==> src/rtl/seven_seg_scan.sv <==
// Multiplexed 7-segment scanner: double-buffered hex value, per-digit blank slots, anti-ghost gap.
// Optional blinking digits when SEVEN_SEG_BLINK_EN is defined (adds blink_mask port and frame counter).
module seven_seg_scan #(
  parameter int NUM_DIGITS   = 4,
  parameter int REFRESH_DIV  = 50000,
  parameter int BLANK_CYCLES = 500,
  parameter bit ACTIVE_LOW   = 1'b1,
  parameter int BLINK_FRAMES = 64
) (
  input  logic                    clk,
  input  logic                    reset,
  input  logic                    load,
  input  logic [4*NUM_DIGITS-1:0] value,
  input  logic [NUM_DIGITS-1:0]   dp_in,
  input  logic [NUM_DIGITS-1:0]   blank_mask,
`ifdef SEVEN_SEG_BLINK_EN
  input  logic [NUM_DIGITS-1:0]   blink_mask,
`endif
  output logic [6:0]              seg,
  output logic                    dp,
  output logic [NUM_DIGITS-1:0]   an,
  output logic                    frame_done
);
  localparam int CW = (REFRESH_DIV > 1) ? $clog2(REFRESH_DIV) : 1;
  localparam int IW = (NUM_DIGITS > 1) ? $clog2(NUM_DIGITS) : 1;
  localparam logic [CW-1:0] BLANK_LAST = CW'(BLANK_CYCLES - 1);
  localparam logic [CW-1:0] ON_LAST    = CW'(REFRESH_DIV - BLANK_CYCLES - 1);
  localparam logic [IW-1:0] IDX_LAST   = IW'(NUM_DIGITS - 1);

  localparam logic [0:0] ST_BLANK = 1'b0;
  localparam logic [0:0] ST_ON    = 1'b1;

  localparam logic [6:0]            SEG_OFF = ACTIVE_LOW ? 7'h7F : 7'h00;
  localparam logic [NUM_DIGITS-1:0] AN_OFF  = ACTIVE_LOW ? '1 : '0;
  localparam logic                  DP_OFF  = ACTIVE_LOW;

  function automatic logic [6:0] hex7(input logic [3:0] h);
    case (h)
      4'h0: hex7 = 7'h3F;  4'h1: hex7 = 7'h06;  4'h2: hex7 = 7'h5B;  4'h3: hex7 = 7'h4F;
      4'h4: hex7 = 7'h66;  4'h5: hex7 = 7'h6D;  4'h6: hex7 = 7'h7D;  4'h7: hex7 = 7'h07;
      4'h8: hex7 = 7'h7F;  4'h9: hex7 = 7'h6F;  4'hA: hex7 = 7'h77;  4'hB: hex7 = 7'h7C;
      4'hC: hex7 = 7'h39;  4'hD: hex7 = 7'h5E;  4'hE: hex7 = 7'h79;  default: hex7 = 7'h71;
    endcase
  endfunction

  logic [0:0]              state_q, state_d;
  logic [CW-1:0]           cnt_q, cnt_d;
  logic [IW-1:0]           idx_q, idx_d;
  logic [4*NUM_DIGITS-1:0] pend_val_q, pend_val_d, act_val_q, act_val_d;
  logic [NUM_DIGITS-1:0]   pend_dp_q, pend_dp_d, act_dp_q, act_dp_d;
  logic [NUM_DIGITS-1:0]   pend_blank_q, pend_blank_d, act_blank_q, act_blank_d;
  logic                    dirty_q, dirty_d;
  logic [6:0]              seg_q, seg_d;
  logic                    dp_q, dp_d;
  logic [NUM_DIGITS-1:0]   an_q, an_d;
  logic                    frame_done_q, frame_done_d;
  logic                    frame_end, lit, dark;
  logic [3:0]              nib;

`ifdef SEVEN_SEG_BLINK_EN
  localparam int FW = (2 * BLINK_FRAMES > 1) ? $clog2(2 * BLINK_FRAMES) : 1;
  logic [NUM_DIGITS-1:0] pend_blink_q, pend_blink_d, act_blink_q, act_blink_d;
  logic [FW-1:0]         frame_cnt_q, frame_cnt_d;
`endif

  // Scan sequencer: BLANK gap then ON slot per digit.
  always_comb begin
    state_d   = state_q;
    cnt_d     = cnt_q + 1'b1;
    idx_d     = idx_q;
    frame_end = 1'b0;
    case (state_q)
      ST_BLANK: if (cnt_q == BLANK_LAST) begin
        state_d = ST_ON;
        cnt_d   = '0;
      end
      default: if (cnt_q == ON_LAST) begin
        state_d   = ST_BLANK;
        cnt_d     = '0;
        frame_end = (idx_q == IDX_LAST);
        idx_d     = frame_end ? '0 : idx_q + 1'b1;
      end
    endcase
  end

  // Pending buffer takes loads any time; it reaches the display only at a frame boundary.
  always_comb begin
    pend_val_d   = pend_val_q;
    pend_dp_d    = pend_dp_q;
    pend_blank_d = pend_blank_q;
    act_val_d    = act_val_q;
    act_dp_d     = act_dp_q;
    act_blank_d  = act_blank_q;
    dirty_d      = dirty_q;
`ifdef SEVEN_SEG_BLINK_EN
    pend_blink_d = pend_blink_q;
    act_blink_d  = act_blink_q;
    frame_cnt_d  = frame_cnt_q;
    if (frame_end)
      frame_cnt_d = (frame_cnt_q == FW'(2 * BLINK_FRAMES - 1)) ? '0 : frame_cnt_q + 1'b1;
`endif
    if (frame_end && dirty_q) begin
      act_val_d   = pend_val_q;
      act_dp_d    = pend_dp_q;
      act_blank_d = pend_blank_q;
`ifdef SEVEN_SEG_BLINK_EN
      act_blink_d = pend_blink_q;
`endif
      dirty_d     = 1'b0;
    end
    if (load) begin
      pend_val_d   = value;
      pend_dp_d    = dp_in;
      pend_blank_d = blank_mask;
`ifdef SEVEN_SEG_BLINK_EN
      pend_blink_d = blink_mask;
`endif
      dirty_d      = 1'b1;
    end
  end

  always_comb begin
`ifdef SEVEN_SEG_BLINK_EN
    dark = act_blink_q[idx_q] && (frame_cnt_q >= FW'(BLINK_FRAMES));
`else
    dark = 1'b0;
`endif
    nib          = act_val_q[{idx_q, 2'b00} +: 4];
    lit          = (state_q == ST_ON) && !act_blank_q[idx_q] && !dark;
    an_d         = lit ? (AN_OFF ^ (NUM_DIGITS'(1) << idx_q)) : AN_OFF;
    seg_d        = lit ? (ACTIVE_LOW ? ~hex7(nib) : hex7(nib)) : SEG_OFF;
    dp_d         = (lit && act_dp_q[idx_q]) ? ~DP_OFF : DP_OFF;
    frame_done_d = frame_end;
  end

  always_ff @(posedge clk) begin
    if (reset) begin
      state_q      <= ST_BLANK;
      cnt_q        <= '0;
      idx_q        <= '0;
      pend_val_q   <= '0;
      pend_dp_q    <= '0;
      pend_blank_q <= '0;
      act_val_q    <= '0;
      act_dp_q     <= '0;
      act_blank_q  <= '0;
      dirty_q      <= 1'b0;
      seg_q        <= SEG_OFF;
      dp_q         <= DP_OFF;
      an_q         <= AN_OFF;
      frame_done_q <= 1'b0;
`ifdef SEVEN_SEG_BLINK_EN
      pend_blink_q <= '0;
      act_blink_q  <= '0;
      frame_cnt_q  <= '0;
`endif
    end else begin
      state_q      <= state_d;
      cnt_q        <= cnt_d;
      idx_q        <= idx_d;
      pend_val_q   <= pend_val_d;
      pend_dp_q    <= pend_dp_d;
      pend_blank_q <= pend_blank_d;
      act_val_q    <= act_val_d;
      act_dp_q     <= act_dp_d;
      act_blank_q  <= act_blank_d;
      dirty_q      <= dirty_d;
      seg_q        <= seg_d;
      dp_q         <= dp_d;
      an_q         <= an_d;
      frame_done_q <= frame_done_d;
`ifdef SEVEN_SEG_BLINK_EN
      pend_blink_q <= pend_blink_d;
      act_blink_q  <= act_blink_d;
      frame_cnt_q  <= frame_cnt_d;
`endif
    end
  end

  assign seg        = seg_q;
  assign dp         = dp_q;
  assign an         = an_q;
  assign frame_done = frame_done_q;
endmodule

==> config.mk <==
export PLATFORM = sky130hd
export DESIGN_NAME = seven_seg_scan
export DESIGN_NICKNAME = d
export VERILOG_FILES = /design/src/rtl/seven_seg_scan.sv
export SDC_FILE = /design/constraint.sdc
export NUM_CORES = 1
export LEC_CHECK = 0
export ABC_CLOCK_PERIOD_IN_PS = 5400
export CORE_ASPECT_RATIO = 0.9
export CORE_MARGIN = 4
export CORE_UTILIZATION = 50
export DETAILED_ROUTE_END_ITERATION = 10
export PLACE_DENSITY_LB_ADDON = 0.15
export SLEW_MARGIN = 20
export SYNTH_ARGS = -nofsm -noshare
export SYNTH_HDL_FRONTEND = slang
export SYNTH_SLANG_ARGS = --single-unit
==> constraint.sdc <==
create_clock -name clk -period 5.4 [get_ports clk]
set_input_delay 1.08 -clock clk [delete_from_list [all_inputs] [get_ports clk]]
set_output_delay 1.08 -clock clk [all_outputs]
set_load 0.005 [all_outputs]
Yosys cells after proc, flatten, opt, wreduce, memory -nomap -nowiden
Memory sizes are Yosys's and may differ from the RTL's. Cells that the tools add are included.

Shifts and indexed selects: 2. Multiplexer cells: 16. Reduce and logical (&&, ||, !) cells: 7. $add $sub $neg: 2. Bitwise gates (word level): 3. Equality and inequality tests: 3. Magnitude comparators: 1.

Operators by type and width (number): $mux 16 (3); $add 16x1->16 const B (1); $eq 16x16->1 const B (1); $eq 16x9->1 const B (1); $shiftx 16x5->4 (1); $mux 1 (10); $not 7->7 (1); $bmux 1 s2 (2); $not 4->4 (1); $shl 1x2->4 const A (1); $logic_and 1x1->1 (3); $lt 2x3->1 const B (1); $add 2x1->2 const B (1); $eq 2x2->1 const B (1); $mux 2 (1); $reduce_and 2->1 (1); $reduce_bool 2->1 (1); $reduce_or 2->1 (1); $logic_not 1->1 (1); $not 1->1 (1).

Bits in read-only memories: 112. Memories kept: 1. Logic and storage cells: 49. Flip-flop bits (word level): 81. Input port bits: 27. Output and inout port bits: 13.

Memories: (name not given) (depth 16, width 7, read ports 1, clocked after Yosys merged registers in 0, write ports 0, line 38) `case (h)`.

Depth between registers and ports, before layout
Depth after elaboration: 6. Gate-level depth with buffers: 7. Gate-level depth less buffers: 6.

Least setup slack after synthesis
No wires, ideal clock.

Path kind: input to register. Start point: input port load. End point: register pend_val_q[0]. Slack: 3.153 ns. Data required time: 5.272 ns. Setup time: 0.128 ns. Stages: 4. Path buffers: 2. Arrival time: 2.119 ns. Cell sequence: clkbuf_1 clkbuf_1 mux2i_1 nor2_1.

RTL lines: start: declaration (line 12) `input logic load,`; end signal: assignment (line 161) `pend_val_q <= pend_val_d;`; end: declaration (line 49) `logic [4*NUM_DIGITS-1:0] pend_val_q, pend_val_d, act_val_q, act_val_d;`.

Worst setup path after layout
Start point: input port reset. End point: register seg_q[3] (netlist: seg[3]).

Word-level cells in the longest chain between the ends: 1.

Ends and longest elaborated chain: start: declaration (line 11) `input logic reset,`; $reduce_or 2->1 (no line); end signal: assignment (line 168) `seg_q <= seg_d;`; end: declaration (line 53) `logic [6:0] seg_q, seg_d;`.

No other way between the ends. A chain may end at the register's enable or synchronous reset.

==> flow_summary.ini <==
[critical_path]
path_max_fanout = 55
start_kind = primary input
r2r_start = cnt_q[10]
arrival_ns = 2.53
reg2regPathDepth = 4
worstSetupPathType = in -> reg
required_ns = 5.59
r2r-end = cnt_q[3]
reg2reg_slack_ns = 3.12
crit_path_end_kind = register

[synthesis]
synth_top_area_frac = 0.469
yosys.cell_types.count = 45
avgSynthCellArea_sq_um = 9.58
ys_seq_elements = 81
syn_nets = 399
postSynth.asyncResetShare = 0
synth_common_cells = dfxtp_1 (81), nor2_1 (41), a21oi_1 (33)
yosys.area.top_type = dfxtp_1
syn-instance-count = 361
synth_edf_count = 0
yosysWarnings = 0
ys_top_cells_by_area = dfxtp_1 (47%), mux2i_1 (7.5%), nand4_1 (4.9%)
seq_area_frac_synth = 0.469
synth-main-ff-cell = dfxtp_1
syn_area_sq_um = 3460
synth.most_common_cell = dfxtp_1

[sta]
finalCritPeriodShare = 0.433
fin_setup_tns_ns = 0
setup_slack_ns = 3.06
hold_violations = 0
fin_crit_ns = 2.34
fmax_ghz = 0.428
fin_worst_skew_ns = 0.00874
worst_pin_slew_ns = 0.987
slew_headroom = 0.342
slew_violations = 0
rsz0062_at_grt = no
setup_viol = 0

[layout]
drive_gt1_frac = 0.0867
final_nets = 425
area_growth_syn_to_layout_pct = 18.5
fin_util = 0.616
diodes = 0

[detailed_routing]
drtPass1Iterations = 4
detail-route-antenna-nets = 0
wl_per_cell_microns = 13.9
num_vias = 2653
drt_iter0_markers = 90
drc_errors = 0
viasPerCell = 5.50
drt_wl_total_microns = 6720

[global_route]
grt_max_degree = 56
grt_pass1_wl_microns = 11700
grt_overflow = 0
antenna_found_initial = 0
grt_usage = 0.178
grt_pass1_vias = 2463

[floorplanning]
rows = 28
core_sq_um = 6660
die_width_microns = 95.7
die_area_sq_um = 8310
initial_core_util = 0.520
die_h_microns = 86.9
ios = 40

[clocking]
post_cts_resized = 0
cts_max_level = 3
cts-root-buf = clkbuf_8
cts_hold_buf = 0
clk_latency_ns = 0.34
cts_tree = done
clk_pin_slew_ns = 0.08
numCtsBuffers = 9
post-cts-setup-buffers = 0
cts_sinks = 81
cts_buffer_depth = 2

[placement]
place_ws_ns = 2.72
gp_congestion = 0.805
hpwlAfterDp_microns = 4490
io_buffer_count = 39

[power]
totalPowerFinal_mw = 1.20
pwr-share-clk = 0.440
total_leakage_power_nw = 1.47
ir_worst_vdd_mv = 0.184
switching_share = 0.199
pwr-share-seq = 0.516
power_density_nw_per_um2 = 292
intPower_uw = 959
power_frac_comb = 0.044
switchingPower_uw = 239

[worst_hold_path]
min_path_cells = 1
holdPathEnd = cnt_q[0]
min_from = cnt_q[0]
hold_path_class = reg -> reg

[flow_run]
maxCapViolations = 0

[status]
status = finished clean
[state kept, by name (all words and copies together) (netlist names)]
| name | count |
|---|---|
| idx_q | 2 |
| act_blank_q | 4 |
| act_val_q | 16 |
| dirty_q | 1 |
| frame_done | 1 |
| an | 4 |
| pend_val_q | 16 |
| act_dp_q | 4 |
| dp | 1 |
| state_q | 1 |
| seg | 7 |
| cnt_q | 16 |
| pend_blank_q | 4 |
| pend_dp_q | 4 |
[power groups by stage]
stage	combinational [mW]	sequential, mW	clock (mW)
detailed placement	0.0529	0.631	0
global route	0.0582	0.619	0.566
finish	0.0527	0.617	0.527
floorplan	0.0309	0.629	0
CTS	0.0533	0.617	0.539
global placement	0.0517	0.631	0
[worst max-delay path, cell delays in order]
cell     delay, ns
buf_2         0.40
nor3_2        0.73
and3_1        0.26
a31oi_1       0.05
[logic make-up (layout without fill, tap and decap cells)]
kind of cell / Yosys count / in the layout / synth area share
muxes: 33 / 33 / 0.118
adders and majority gates: 11 / 11 / 0.0398
DFF: 81 / 81 / 0.469
and+or+nand+nor: 114 / 114 / 0.178
AOI/OAI and AO/OA: 71 / 71 / 0.115
buffers and inverters: 39 / 70 / 0.0503
xor gates and xnor gates: 12 / 12 / 0.0304
[final cells by class]
type                            instances  area, sq um
Tap cell                               90          113
Timing Repair Buffer                   42          408
Multi-Input combinational cell        241         1670
Clock buffer                           11          141
Clock inverter                          5          103
Fill cell                             598         2560
Sequential cell                        81         1620
Inverter                               12         45.0
[routing by layer]
layer  wire [microns]  vias to the layer above  track usage
met1             3090                     1237        0.233
met4               60                        0       0.0530
met3              375                        6       0.0536
li1                 -                     1350            -
met5                0                        -            0
met2             3200                       60        0.283
[cell usage in the layout (no fill, tap or decap), types with 10 or more instances in the layout]
master / n
a21oi_1: 33
clkbuf_8: 10
clkdlybuf4s50_1: 38
dfxtp_1: 81
ha_1: 11
inv_1: 12
mux2i_1: 26
nand2_1: 12
nand4_1: 27
nor2_1: 41
o21ai_0: 21
[stage by stage]
| stage | instance area [sq um] | instances | hold WS [ns] |
|---|---|---|---|
| floorplan | 3460 | 361 | 0.426 |
| global placement | 3850 | 466 | 0.442 |
| detailed placement | 3850 | 466 | 0.456 |
| CTS | 4100 | 482 | 0.471 |
| global route | 4100 | 482 | 0.498 |
| finish | 4100 | 482 | 0.466 |
[worst max-delay path by stage]
stage	start	endpoint	slack, ns	depth (start not counted)
6_report	reset	seg[3]	3.06	4
5_1_grt	idx_q[0]	act_dp_q[3]	2.85	4
4_1_cts	reset	seg[3]	3.05	4
3_5_place_dp	reset	seg[3]	2.72	4
3_3_place_gp	reset	seg[3]	2.28	4
2_1_floorplan	load	pend_val_q[0]	3.15	4
No activity file was read; power rests on OpenSTA's default activity.
